File: config.mk
export PLATFORM = sky130hd
export DESIGN_NAME = slink_apb_master
export DESIGN_NICKNAME = d
export VERILOG_FILES = /design/src/rtl/slink_apb_master.sv
export SDC_FILE = /design/constraint.sdc
export NUM_CORES = 1
export LEC_CHECK = 0
export ABC_AREA = 1
export BUFFER_PORTS_ARGS = -buffer_cell sky130_fd_sc_hd__buf_2
export CAP_MARGIN = 10
export CORE_MARGIN = 10
export CORE_UTILIZATION = 61
export CTS_CLUSTER_DIAMETER = 30
export CTS_CLUSTER_SIZE = 10
export DETAILED_ROUTE_END_ITERATION = 12
export HOLD_SLACK_MARGIN = 0.15
export PLACE_DENSITY_LB_ADDON = 0.12
export SETUP_SLACK_MARGIN = 0.5
export SYNTH_ARGS = -nofsm -noshare
export SYNTH_HDL_FRONTEND = slang
export SYNTH_SLANG_ARGS = --single-unit
File: constraint.sdc
create_clock -name apb_clk -period 5.75 [get_ports apb_clk]
set_input_delay 0.2875 -clock apb_clk [delete_from_list [all_inputs] [get_ports apb_clk]]
set_output_delay 0.2875 -clock apb_clk [all_outputs]
set_load 0.02 [all_outputs]
File: src/rtl/slink_apb_master.sv
// APB4 requester: buffers commands in a small FIFO, runs one APB access at a time,
// and holds each result in a single response slot until the consumer accepts it.
module slink_apb_master #(
    parameter int ADDR_WIDTH = 8,
    parameter int DATA_WIDTH = 32,
    parameter int CMD_DEPTH  = 4,
    parameter int TIMEOUT    = 256
) (
    input  logic                    apb_clk,
    input  logic                    apb_reset,

    input  logic                    cmd_valid,
    output logic                    cmd_ready,
    input  logic                    cmd_write,
    input  logic [ADDR_WIDTH-1:0]   cmd_addr,
    input  logic [DATA_WIDTH-1:0]   cmd_wdata,
    input  logic [DATA_WIDTH/8-1:0] cmd_strb,

    output logic                    rsp_valid,
    input  logic                    rsp_ready,
    output logic [DATA_WIDTH-1:0]   rsp_rdata,
    output logic                    rsp_err,
    output logic                    rsp_timeout,

    output logic [ADDR_WIDTH-1:0]   apb_paddr,
    output logic                    apb_pwrite,
    output logic                    apb_psel,
    output logic                    apb_penable,
    output logic [DATA_WIDTH-1:0]   apb_pwdata,
    output logic [DATA_WIDTH/8-1:0] apb_pstrb,
    input  logic [DATA_WIDTH-1:0]   apb_prdata,
    input  logic                    apb_pready,
    input  logic                    apb_pslverr,

    output logic                    busy,
    output logic [7:0]              err_count
);

    localparam int STRB_W = DATA_WIDTH / 8;
    localparam int PTR_W  = (CMD_DEPTH > 1) ? $clog2(CMD_DEPTH) : 1;
    localparam int CNT_W  = PTR_W + 1;
    localparam int WAIT_W = (TIMEOUT > 1) ? $clog2(TIMEOUT) : 1;
    localparam logic [CNT_W-1:0]  FULL_CNT  = CNT_W'(CMD_DEPTH);
    localparam logic [WAIT_W-1:0] WAIT_LAST = WAIT_W'((TIMEOUT > 0) ? TIMEOUT - 1 : 0);

    typedef enum logic [1:0] {
        IDLE   = 2'd0,
        SETUP  = 2'd1,
        ACCESS = 2'd2
    } state_t;

    logic                  fifo_write_q [CMD_DEPTH];
    logic [ADDR_WIDTH-1:0] fifo_addr_q  [CMD_DEPTH];
    logic [DATA_WIDTH-1:0] fifo_wdata_q [CMD_DEPTH];
    logic [STRB_W-1:0]     fifo_strb_q  [CMD_DEPTH];

    logic [PTR_W-1:0]      wr_ptr_q;
    logic [PTR_W-1:0]      rd_ptr_q;
    logic [CNT_W-1:0]      count_q;
    logic [CNT_W-1:0]      count_d;
    logic                  cmd_ready_q;

    state_t                state_q;
    logic                  psel_q;
    logic                  penable_q;
    logic [ADDR_WIDTH-1:0] paddr_q;
    logic                  pwrite_q;
    logic [DATA_WIDTH-1:0] pwdata_q;
    logic [STRB_W-1:0]     pstrb_q;
    logic [WAIT_W-1:0]     wait_q;

    logic                  rsp_valid_q;
    logic [DATA_WIDTH-1:0] rsp_rdata_q;
    logic                  rsp_err_q;
    logic                  rsp_timeout_q;
    logic [7:0]            err_count_q;

    logic                  push;
    logic                  pop;
    logic                  head_write;
    logic                  timeout_hit;
    logic                  cpl_err;

    assign push        = cmd_valid && cmd_ready_q;
    // A new access only starts once the previous response has been consumed.
    assign pop         = (state_q == IDLE) && (count_q != '0) && !rsp_valid_q;
    assign head_write  = fifo_write_q[rd_ptr_q];
    assign timeout_hit = (TIMEOUT != 0) && !apb_pready && (wait_q == WAIT_LAST);
    assign cpl_err     = apb_pready ? apb_pslverr : 1'b1;

    always_comb begin
        count_d = count_q + CNT_W'(push) - CNT_W'(pop);
    end

    always_ff @(posedge apb_clk) begin
        if (push) begin
            fifo_write_q[wr_ptr_q] <= cmd_write;
            fifo_addr_q[wr_ptr_q]  <= cmd_addr;
            fifo_wdata_q[wr_ptr_q] <= cmd_wdata;
            fifo_strb_q[wr_ptr_q]  <= cmd_strb;
        end
    end

    // cmd_ready is registered from the next-state occupancy so it reads as !full.
    always_ff @(posedge apb_clk) begin
        if (apb_reset) begin
            wr_ptr_q    <= '0;
            rd_ptr_q    <= '0;
            count_q     <= '0;
            cmd_ready_q <= 1'b0;
        end else begin
            if (push) begin
                wr_ptr_q <= wr_ptr_q + PTR_W'(1);
            end
            if (pop) begin
                rd_ptr_q <= rd_ptr_q + PTR_W'(1);
            end
            count_q     <= count_d;
            cmd_ready_q <= (count_d != FULL_CNT);
        end
    end

    always_ff @(posedge apb_clk) begin
        if (apb_reset) begin
            state_q       <= IDLE;
            psel_q        <= 1'b0;
            penable_q     <= 1'b0;
            paddr_q       <= '0;
            pwrite_q      <= 1'b0;
            pwdata_q      <= '0;
            pstrb_q       <= '0;
            wait_q        <= '0;
            rsp_valid_q   <= 1'b0;
            rsp_rdata_q   <= '0;
            rsp_err_q     <= 1'b0;
            rsp_timeout_q <= 1'b0;
            err_count_q   <= '0;
        end else begin
            if (rsp_valid_q && rsp_ready) begin
                rsp_valid_q <= 1'b0;
            end
            case (state_q)
                IDLE: begin
                    if (pop) begin
                        paddr_q  <= fifo_addr_q[rd_ptr_q];
                        pwrite_q <= head_write;
                        pwdata_q <= head_write ? fifo_wdata_q[rd_ptr_q] : '0;
                        pstrb_q  <= head_write ? fifo_strb_q[rd_ptr_q] : '0;
                        psel_q   <= 1'b1;
                        state_q  <= SETUP;
                    end
                end
                SETUP: begin
                    penable_q <= 1'b1;
                    wait_q    <= '0;
                    state_q   <= ACCESS;
                end
                ACCESS: begin
                    // A late pready on the timeout edge still wins.
                    if (apb_pready || timeout_hit) begin
                        psel_q        <= 1'b0;
                        penable_q     <= 1'b0;
                        state_q       <= IDLE;
                        rsp_valid_q   <= 1'b1;
                        rsp_err_q     <= cpl_err;
                        rsp_timeout_q <= !apb_pready;
                        rsp_rdata_q   <= (apb_pready && !pwrite_q) ? apb_prdata : '0;
                        if (cpl_err && (err_count_q != 8'hFF)) begin
                            err_count_q <= err_count_q + 8'd1;
                        end
                    end else begin
                        wait_q <= wait_q + WAIT_W'(1);
                    end
                end
                default: begin
                    state_q <= IDLE;
                end
            endcase
        end
    end

    assign cmd_ready   = cmd_ready_q;
    assign rsp_valid   = rsp_valid_q;
    assign rsp_rdata   = rsp_rdata_q;
    assign rsp_err     = rsp_err_q;
    assign rsp_timeout = rsp_timeout_q;
    assign apb_paddr   = paddr_q;
    assign apb_pwrite  = pwrite_q;
    assign apb_psel    = psel_q;
    assign apb_penable = penable_q;
    assign apb_pwdata  = pwdata_q;
    assign apb_pstrb   = pstrb_q;
    assign err_count   = err_count_q;
    assign busy        = (count_q != '0) || (state_q != IDLE) || rsp_valid_q;

endmodule

Word level (Yosys, flattened, before mapping)
Memory sizes are Yosys's and may differ from the RTL's. A register that Yosys moved wholly into a read port is not among the register bits.
Cells that the tools add are included.
{"block": "word_totals", "register_bits": 100, "ramBits": 180, "inputBits": 83, "output_inout_bits": 92, "elab_cells": 83, "mem_count": 4}
{"memory": "fifo_wdata_q", "words": 4, "word_bits": 32, "read_ports": 1, "rd_ports_with_merged_regs": 1, "write_ports": 1, "line_no": "54", "source": "logic [DATA_WIDTH-1:0] fifo_wdata_q [CMD_DEPTH];"}
{"memory": "fifo_addr_q", "words": 4, "word_bits": 8, "read_ports": 1, "rd_ports_with_merged_regs": 1, "write_ports": 1, "line_no": "53", "source": "logic [ADDR_WIDTH-1:0] fifo_addr_q [CMD_DEPTH];"}
{"memory": "fifo_strb_q", "words": 4, "word_bits": 4, "read_ports": 1, "rd_ports_with_merged_regs": 1, "write_ports": 1, "line_no": "55", "source": "logic [STRB_W-1:0] fifo_strb_q [CMD_DEPTH];"}
{"memory": "fifo_write_q", "words": 4, "word_bits": 1, "read_ports": 1, "rd_ports_with_merged_regs": 1, "write_ports": 1, "line_no": "52", "source": "logic fifo_write_q [CMD_DEPTH];"}
{"block": "classes", "n_addsub": 6, "n_eq_ne": 8, "muxes": 24, "reduce_logical": 25}
{"operator": "$mux W32", "n": 2}
{"operator": "$add A8 B1 Y8 const B", "n": 2}
{"operator": "$mux W2", "n": 8}
{"operator": "$pmux W8 S2", "n": 1}
{"operator": "$reduce_and A2 Y1", "n": 5}
{"operator": "$eq A8 B8 Y1 const B", "n": 1}
{"operator": "$mux W1", "n": 8}
{"operator": "$mux W8", "n": 1}
{"operator": "$ne A8 B8 Y1 const B", "n": 1}
{"operator": "$logic_and A1 B1 Y1", "n": 7}
{"operator": "$ne A2 B2 Y1 const B", "n": 3}
{"operator": "$pmux W2 S3", "n": 1}
{"operator": "$reduce_and A3 Y1", "n": 2}
{"operator": "$reduce_bool A2 Y1", "n": 3}
{"operator": "$add A2 B1 Y2 const B", "n": 2}
{"operator": "$mux W4", "n": 1}
{"operator": "$pmux W1 S2", "n": 2}
{"operator": "$add A3 B1 Y3", "n": 1}
{"operator": "$logic_not A1 Y1", "n": 3}
{"operator": "$logic_or A1 B1 Y1", "n": 3}
{"operator": "$ne A3 B3 Y1 const B", "n": 1}
{"operator": "$reduce_bool A3 Y1", "n": 1}
{"operator": "$sub A3 B1 Y3", "n": 1}
{"operator": "$eq A2 B1 Y1 const B", "n": 1}
{"operator": "other kinds (2)", "n": 2}

Logic depth before layout (Yosys ltp)
Gate-level depths: netlist of run 1.
{"block": "logic_depth", "depth_word": 5, "depth_mapped": 15, "ltp_nobuf": 13}

Worst setup path after synthesis of run 1
No wires, ideal clock.
{"block": "synth_timing", "kind": "reg-to-reg", "startpoint": "register cmd_ready_q (netlist: cmd_ready)", "endpoint": "memory fifo_addr_q[0][0], enable pin", "setup_ns": 0.448, "arrival_time_ns": 2.550, "required_ns": 5.302, "slack_ns": 2.752, "stages_incl_launch_ff": 3, "path_buffers": 0, "synth_period_minus_slack_ns": 2.998, "cell_sequence": "dfxtp_1 -> nand2_1 -> nor2_1"}
{"block": "synth_between", "elab_chain_len": 3}
{"element": "start: declaration", "line_no": "61", "source": "logic cmd_ready_q;"}
{"element": "start signal: assignment", "line_no": "119", "source": "cmd_ready_q <= (count_d != FULL_CNT);"}
{"element": "$logic_and A1 B1 Y1", "line_no": "84", "source": "assign push = cmd_valid && cmd_ready_q;"}
{"element": "$mux W1", "line_no": "96", "source": "if (push) begin"}
{"element": "$mux W1 (implied by the code)", "line_no": "98", "source": "fifo_addr_q[wr_ptr_q] <= cmd_addr;"}
{"element": "end: declaration", "line_no": "53"}
No other way between the ends.

Worst setup path after layout of run 1
{"block": "layout_timing", "startpoint": "register count_q[1]", "endpoint": "register cmd_ready_q (netlist: cmd_ready)"}
{"block": "layout_between", "elab_chain_len": 5, "word_cells_on_any_way": 6, "classes_between": "add/sub (2); eq/ne (1); reduce/logical (3)"}
{"element": "start: declaration", "line_no": "59", "source": "logic [CNT_W-1:0] count_q;"}
{"element": "start signal: assignment", "line_no": "118", "source": "count_q <= count_d;"}
{"element": "parallel branches: the longest is 3 deep, another holds $add A3 B1 Y3"}
{"element": "$sub A3 B1 Y3 (*)", "line_no": "92", "source": "count_d = count_q + CNT_W'(push) - CNT_W'(pop);"}
{"element": "$ne A3 B3 Y1 (*)", "line_no": "119"}
Mark *: on every way between the ends.
A chain may end at the register's enable or synchronous reset.

==> results of run 1 <==
## power breakdown
part / switching [mW] / internal (mW) / leakage [nW] / total (mW)
combinational: 1.41 / 0.606 / 2.28 / 2.02
sequential: 0.144 / 2.50 / 2.53 / 2.64
clock: 0.995 / 2.08 / 0.879 / 3.07
## cell usage in the layout (no fill, tap or decap), types with 2 or more instances in the layout
cell             n
clkinv_2         7
nor2_2           5
a21oi_2         30
clkbuf_16       53
clkinv_4         3
nand3_1         55
dfxtp_2          2
o21ai_1         20
nand2_1        119
nand3b_1         2
inv_2            3
nand3_2         29
dlygate4sd3_1   78
nor2_1         161
o22ai_1          8
xor2_1           5
o21ai_0        124
bufinv_16        7
clkinvlp_4       3
ha_1             8
o21ai_4          2
a21oi_1         63
clkbuf_8         6
edfxtp_1       180
inv_1           32
inv_6            5
clkbuf_1         8
dfxtp_1        108
buf_2          173
nor2_4           4
buf_4           12
nand2_2          2
## timing repair
| action | in CTS | in global routing |
|---|---|---|
| hold buffers | 78 | 0 |
| hold endpoints to repair | 213 | 0 |
| setup endpoints to repair | 0 | 0 |
## layer usage
layer	up-vias	track usage, %	routed length, um
met1	4091	26.9	11200
met2	319	38.9	14500
met3	65	4.99	1900
met5	-	0	0
met4	0	8.54	679
li1	4134	-	-
## final cells by class
class / instances / area, um^2
sequential: 290 / 7610
clock inverter: 27 / 360
inverter: 35 / 131
multi-input combinational: 647 / 3340
tap: 229 / 287
clock buffer: 67 / 1440
fill: 1013 / 3220
timing repair buffer: 264 / 1760
## state kept, by name (all words and copies together) (netlist names), named ones only
name / flops
apb_paddr: 8
apb_penable: 1
apb_psel: 1
apb_pstrb: 4
apb_pwdata: 32
apb_pwrite: 1
cmd_ready: 1
count_q: 3
err_count: 8
fifo_addr_q: 32
fifo_strb_q: 16
fifo_wdata_q: 128
fifo_write_q: 4
rd_ptr_q: 2
rsp_err: 1
rsp_rdata: 32
rsp_timeout: 1
rsp_valid: 1
state_q: 2
wait_q: 8
wr_ptr_q: 2
## synthesized netlist by cell type (all sizes together)
| master | count | area (um^2) |
|---|---|---|
| nand4 | 1 | 6.26 |
| nand3 | 84 | 566 |
| inv | 35 | 131 |
| a31o | 1 | 8.76 |
| a21oi | 94 | 594 |
| o21a | 1 | 7.51 |
| nor2 | 170 | 648 |
| o22ai | 8 | 50.1 |
| ha | 8 | 100 |
| and3 | 1 | 6.26 |
| dfxtp | 110 | 2200 |
| nand2 | 121 | 459 |
| xor2 | 5 | 43.8 |
| nor3 | 1 | 5.00 |
| o21ai | 147 | 754 |
| o21bai | 1 | 7.51 |
| clkbuf | 27 | 104 |
| nand3b | 2 | 15.0 |
| a31oi | 1 | 6.26 |
| edfxtp | 180 | 5410 |
| fa | 1 | 20.0 |
| buf | 36 | 261 |
## final timing paths
| check | to | slack, ps | depth (start not counted) |
|---|---|---|---|
| worst max-delay path | cmd_ready | 2900 | 12 |
| worst min register to register | rsp_rdata[18] | 460 | 2 |
| worst max register to register | cmd_ready | 2900 | 12 |
| worst min-delay path | rsp_err | 180 | 4 |
## through the flow
| stage | area (um^2) | util (%) | cells | power, mW |
|---|---|---|---|---|
| floorplan | 11400 | - | 1035 | 4.15 |
| global placement | 12300 | 67.9 | 1386 | 4.57 |
| detailed placement | 12300 | 67.9 | 1386 | 4.62 |
| CTS | 14900 | 82.1 | 1558 | 7.75 |
| global route | 14900 | 82.3 | 1559 | 8.12 |
| finish | 14900 | 82.3 | 1559 | 7.74 |
## worst max-delay path: cells and delay by family, from the launching register on
family	cells	cell delay [ps]
AND/OR/NAND/NOR	1	110
flip-flops	1	310
XOR/XNOR	2	460
adder cells (fa/ha/maj)	3	850
buffers and inverters	4	710
AO/OA/AOI/OAI	2	240
## cells by family (layout without fill, tap and decap cells)
family,count (synthesis),count (layout),synth area share [%]
AOI/OAI and AO/OA,253,253,12.5
xor gates and xnor gates,5,5,0.384
adders and majority gates,9,9,1.05
buffers and inverters,98,393,4.36
DFF,290,290,66.7
and+or+nand+nor,380,380,15.0
==> qor.txt, run 1 <==
Cell Area, Synth: 11,400 um^2
Worst-path cell chain: inv_1, nand2_1, o21ai_4, buf_4, inv_2, ha_1, inv_1, ha_1, fa_1, xor2_1, xor2_1, a31oi_1
Fin. max-slew vios: 0
Req. time, crit path: 6130 ps
Starting Density: 62.8%
Starting DRC count in detailed routing: 579
Worst-skew pair later-pin latency: 540 ps
Layout Skew: 17.4 ps
Startpoint Class: register
Mapped Cells: 1,035
Worst-path clk slew: 50 ps
N_diodes: 0
# IOs: 175
Area growth, synth to finish: 30.9%
First-pass GRT wire length: 44,600 um
Slew @ Worst Pin: 1180 ps
Worst path arrival time: 3230 ps
Status: completed
Post-CTS Setup Bufs: 0
Crit share post-route: 49.5%
DIE WIDTH: 157 um
Min setup slack post-route: 2900 ps
Tot GR Track Use: 22.5%
Yosys Warn Count: 0
HPWL Detailed: 14,900 um
FF-to-FF Start: count_q[1]
Syn_nets: 1,127
Number of vias per cell: 5.52
Setup-failing EPs final: 0
Via count: 8,609
CP Capture Type: register
Gpl congestion: 0.774
Antenna viol nets, final: 0
Pwr per Cell Area: 518 nW/um^2
Hold_ws: 184 ps
#FFs+latches synth: 290
Seq/Total Area, Yosys: 66.7%
GRT overflow: 0
Place WS: 3000 ps
Final Hold Fails: 0
Post-layout minimum cycle time: 2850 ps
TNS Setup: 0 ps
H-tree depth: 2
Die Area: 24,600 um^2
Highest clock rate: 351 MHz
Synth Area per Inst: 11.0 um^2
Leakage: 5.69 nW
CTS tree: yes
Clk sinks: 290
CP Max Fanout: 51
Share of cells above drive strength 1: 26.5%
RSZ-0062 raised after global routing: no
I/O Buffers: 174
Hold Crit Class: primary input to register
Clk Tree Root Cell: clkbuf_16
Core Box Area: 18,100 um^2
Slew margin rel.: 21.2%
Deepest clock path buffer count: 3
Number of global-route vias before repair: 8,641
Drt total wl: 28,200 um
DR WL/cell: 18.1 um
CTS resizes: 0
Kind of critical path: register to register
DRC viols: 0
Die Y: 157 um
Worst Setup SP: count_q[1]
Final nets: 1,380
TritonCTS Buffers: 50
Initial antenna violation count: 0
Slowest stage delay, CP: 510 ps
Synth unique cells: 36
Peak supply drop: 0.347 mV
CP max-delay cell: buf_4
Pre-antenna DRT Iters: 5
Max Cap Violations: 0
Rows: 49
Pin count of the biggest net entering global routing: 76
HP Start: apb_pslverr
Note: power is estimated with default switching activity, not from simulation.
==> run 2: changes to the inputs <==
- CORE_UTILIZATION: 61 -> 51
- clock period: 5.75 -> 2.4 ns (I/O delays scaled with it)
==> qor.txt, run 2 (synthesis gave the netlist of run 1 again) <==
Commonest non-fill, non-tap cell in the layout: edfxtp_1 (unchanged)
TNS Setup: 0 ps (unchanged)
Hold_ws: 323 ps (was 184 ps)
CTS tree: yes (unchanged)
Share of cells above drive strength 1: 28.9% (was 26.5%)
DIE WIDTH: 170 um (was 157 um)
Reg power frac: 32.7% (was 34.2%)
HPWL Detailed: 16,100 um (was 14,900 um)
Min setup slack post-route: 312 ps (was 2900 ps)
Largest Register: fifo_wdata_q (unchanged)
Reg2Reg Setup Slack: 310 ps (was 2900 ps)
Via count: 8,545 (was 8,609)
Tot GR Track Use: 19.0% (was 22.5%)
Max FFs per register: 128 (unchanged)
Die Y: 170 um (was 157 um)
Leakage: 5.88 nW (was 5.69 nW)
Layout Skew: 19.6 ps (was 17.4 ps)
Fin. max-slew vios: 0 (unchanged)
Net Sw Power: 6.32 mW (was 2.55 mW)
Number of global-route vias before repair: 8,528 (was 8,641)
Pin count of the biggest net entering global routing: 51 (was 76)
DRC viols: 0 (unchanged)
Status: completed (unchanged)
Comb pwr share: 26.0% (was 26.1%)
Starting Density: 52.1% (was 62.8%)
Most frequent cells in the layout: edfxtp_1, buf_2, nor2_1 (unchanged)
Slew @ Worst Pin: 782 ps (was 1180 ps)
Number of vias per cell: 5.19 (was 5.52)
Pwr per Cell Area: 1260 nW/um^2 (was 518 nW/um^2)
Worst-skew pair later-pin latency: 560 ps (was 540 ps)
Initial antenna violation count: 1 (was 0)
Crit share post-route: 87.0% (was 49.5%)
Place WS: 184 ps (was 3000 ps)
Kind of critical path: register to register (unchanged)
Deepest clock path buffer count: 3 (unchanged)
Final Non-Filler Cells: 1,647 (was 1,559)
Starting DRC count in detailed routing: 535 (was 579)
Post-layout minimum cycle time: 2090 ps (was 2850 ps)
DR WL/cell: 17.1 um (was 18.1 um)
Placed insts: 1,452 (was 1,386)
RSZ-0062 raised after global routing: yes (was no)
Req. time, crit path: 2800 ps (was 6130 ps)
Sw Share: 32.4% (was 33.0%)
Overall power: 19.5 mW (was 7.74 mW)
I/O Buffers: 174 (unchanged)
Hold Crit Class: primary input to register (unchanged)
CP Capture Type: register (unchanged)
Peak supply drop: 0.882 mV (was 0.347 mV)
Setup-failing EPs final: 0 (unchanged)
Highest clock rate: 479 MHz (was 351 MHz)
Clk Tree Root Cell: clkbuf_16 (unchanged)
Gpl congestion: 0.783 (was 0.774)
Max Cap Violations: 0 (unchanged)
Antenna viol nets, final: 0 (unchanged)
GRT overflow: 0 (unchanged)
P_int: 13.2 mW (was 5.19 mW)
Clk sinks: 290 (unchanged)
Final Hold Fails: 0 (unchanged)
Clock power frac: 41.3% (was 39.7%)
Die Area: 28,700 um^2 (was 24,600 um^2)
Worst-path clk slew: 50 ps (about the same)
Rows: 54 (was 49)
# IOs: 175 (unchanged)
Pre-antenna DRT Iters: 5 (unchanged)
H-tree depth: 2 (unchanged)
Area growth, synth to finish: 35.5% (was 30.9%)
Final nets: 1,410 (was 1,380)
Startpoint Class: register (unchanged)
Drt total wl: 28,200 um (about the same)
CP Max Fanout: 2 (was 51)
First-pass GRT wire length: 44,600 um (about the same)
Worst path arrival time: 2490 ps (was 3230 ps)
Core Box Area: 21,900 um^2 (was 18,100 um^2)
Slew margin rel.: 47.9% (was 21.2%)
TritonCTS Buffers: 57 (was 50)
run 2: power groups by stage:
| stage | Clock [mW] | Sequential, mW | Combinational (mW) |
|---|---|---|---|
| after floorplan | 0 | 6.72 | 3.29 |
| after global placement | 0 | 6.44 | 4.79 |
| after detailed placement | 0 | 6.45 | 4.86 |
| after CTS | 8.16 | 6.38 | 5.10 |
| after global routing | 8.41 | 6.44 | 5.67 |
| final | 8.04 | 6.38 | 5.06 |
run 2: per-stage QoR:
step	instance area, um^2	utilization, %
2_1_floorplan	11400	-
3_3_place_gp	12500	57.2
3_5_place_dp	12500	57.2
4_1_cts	15400	70.4
5_1_grt	15400	70.6
6_report	15400	70.6
run 2: path summary, 6_finish.rpt:
| kind | from | endpoint | cells past startpoint |
|---|---|---|---|
| hold reg to reg | apb_pwdata[30] | apb_pwdata[30] | 2 |
| setup / recovery | count_q[1] | cmd_ready | 11 |
| setup reg to reg | count_q[1] | cmd_ready | 11 |
| hold / removal | cmd_wdata[6] | fifo_wdata_q[2][6] | 2 |
run 2: metal layers:
layer	up-vias	wire length, um	global-route usage, %
met4	0	544	6.42
met3	41	1590	4.03
met1	4083	12000	23.9
met2	236	14000	31.8
li1	4185	-	-
met5	-	0	0
run 2: worst max-delay path: stages, from the launching register on:
cell,delay (ps)
dfxtp_2,320
inv_2,70
nand2_2,70
o21ai_4,130
inv_2,70
ha_4,260
inv_2,40
ha_4,150
fa_2,350
xor2_2,190
xor2_2,190
a31oi_1,110
run 2: area by class of cell:
type,instances,area [um^2]
antenna,1,2.50
clock buffer,72,1590
clock inverter,35,422
fill,1576,6450
inverter,35,131
multi-input combinational,647,3400
sequential,290,7620
tap,280,350
timing repair buffer,287,1940
run 2: timing repair:
action,4_1_cts,5_1_grt
hold endpoints to repair,218,26
gates resized for setup,7,4
pin swaps,7,1
hold buffers,81,1
gates cloned,0,0
setup endpoints to repair,3,34
buffers inserted,4,1
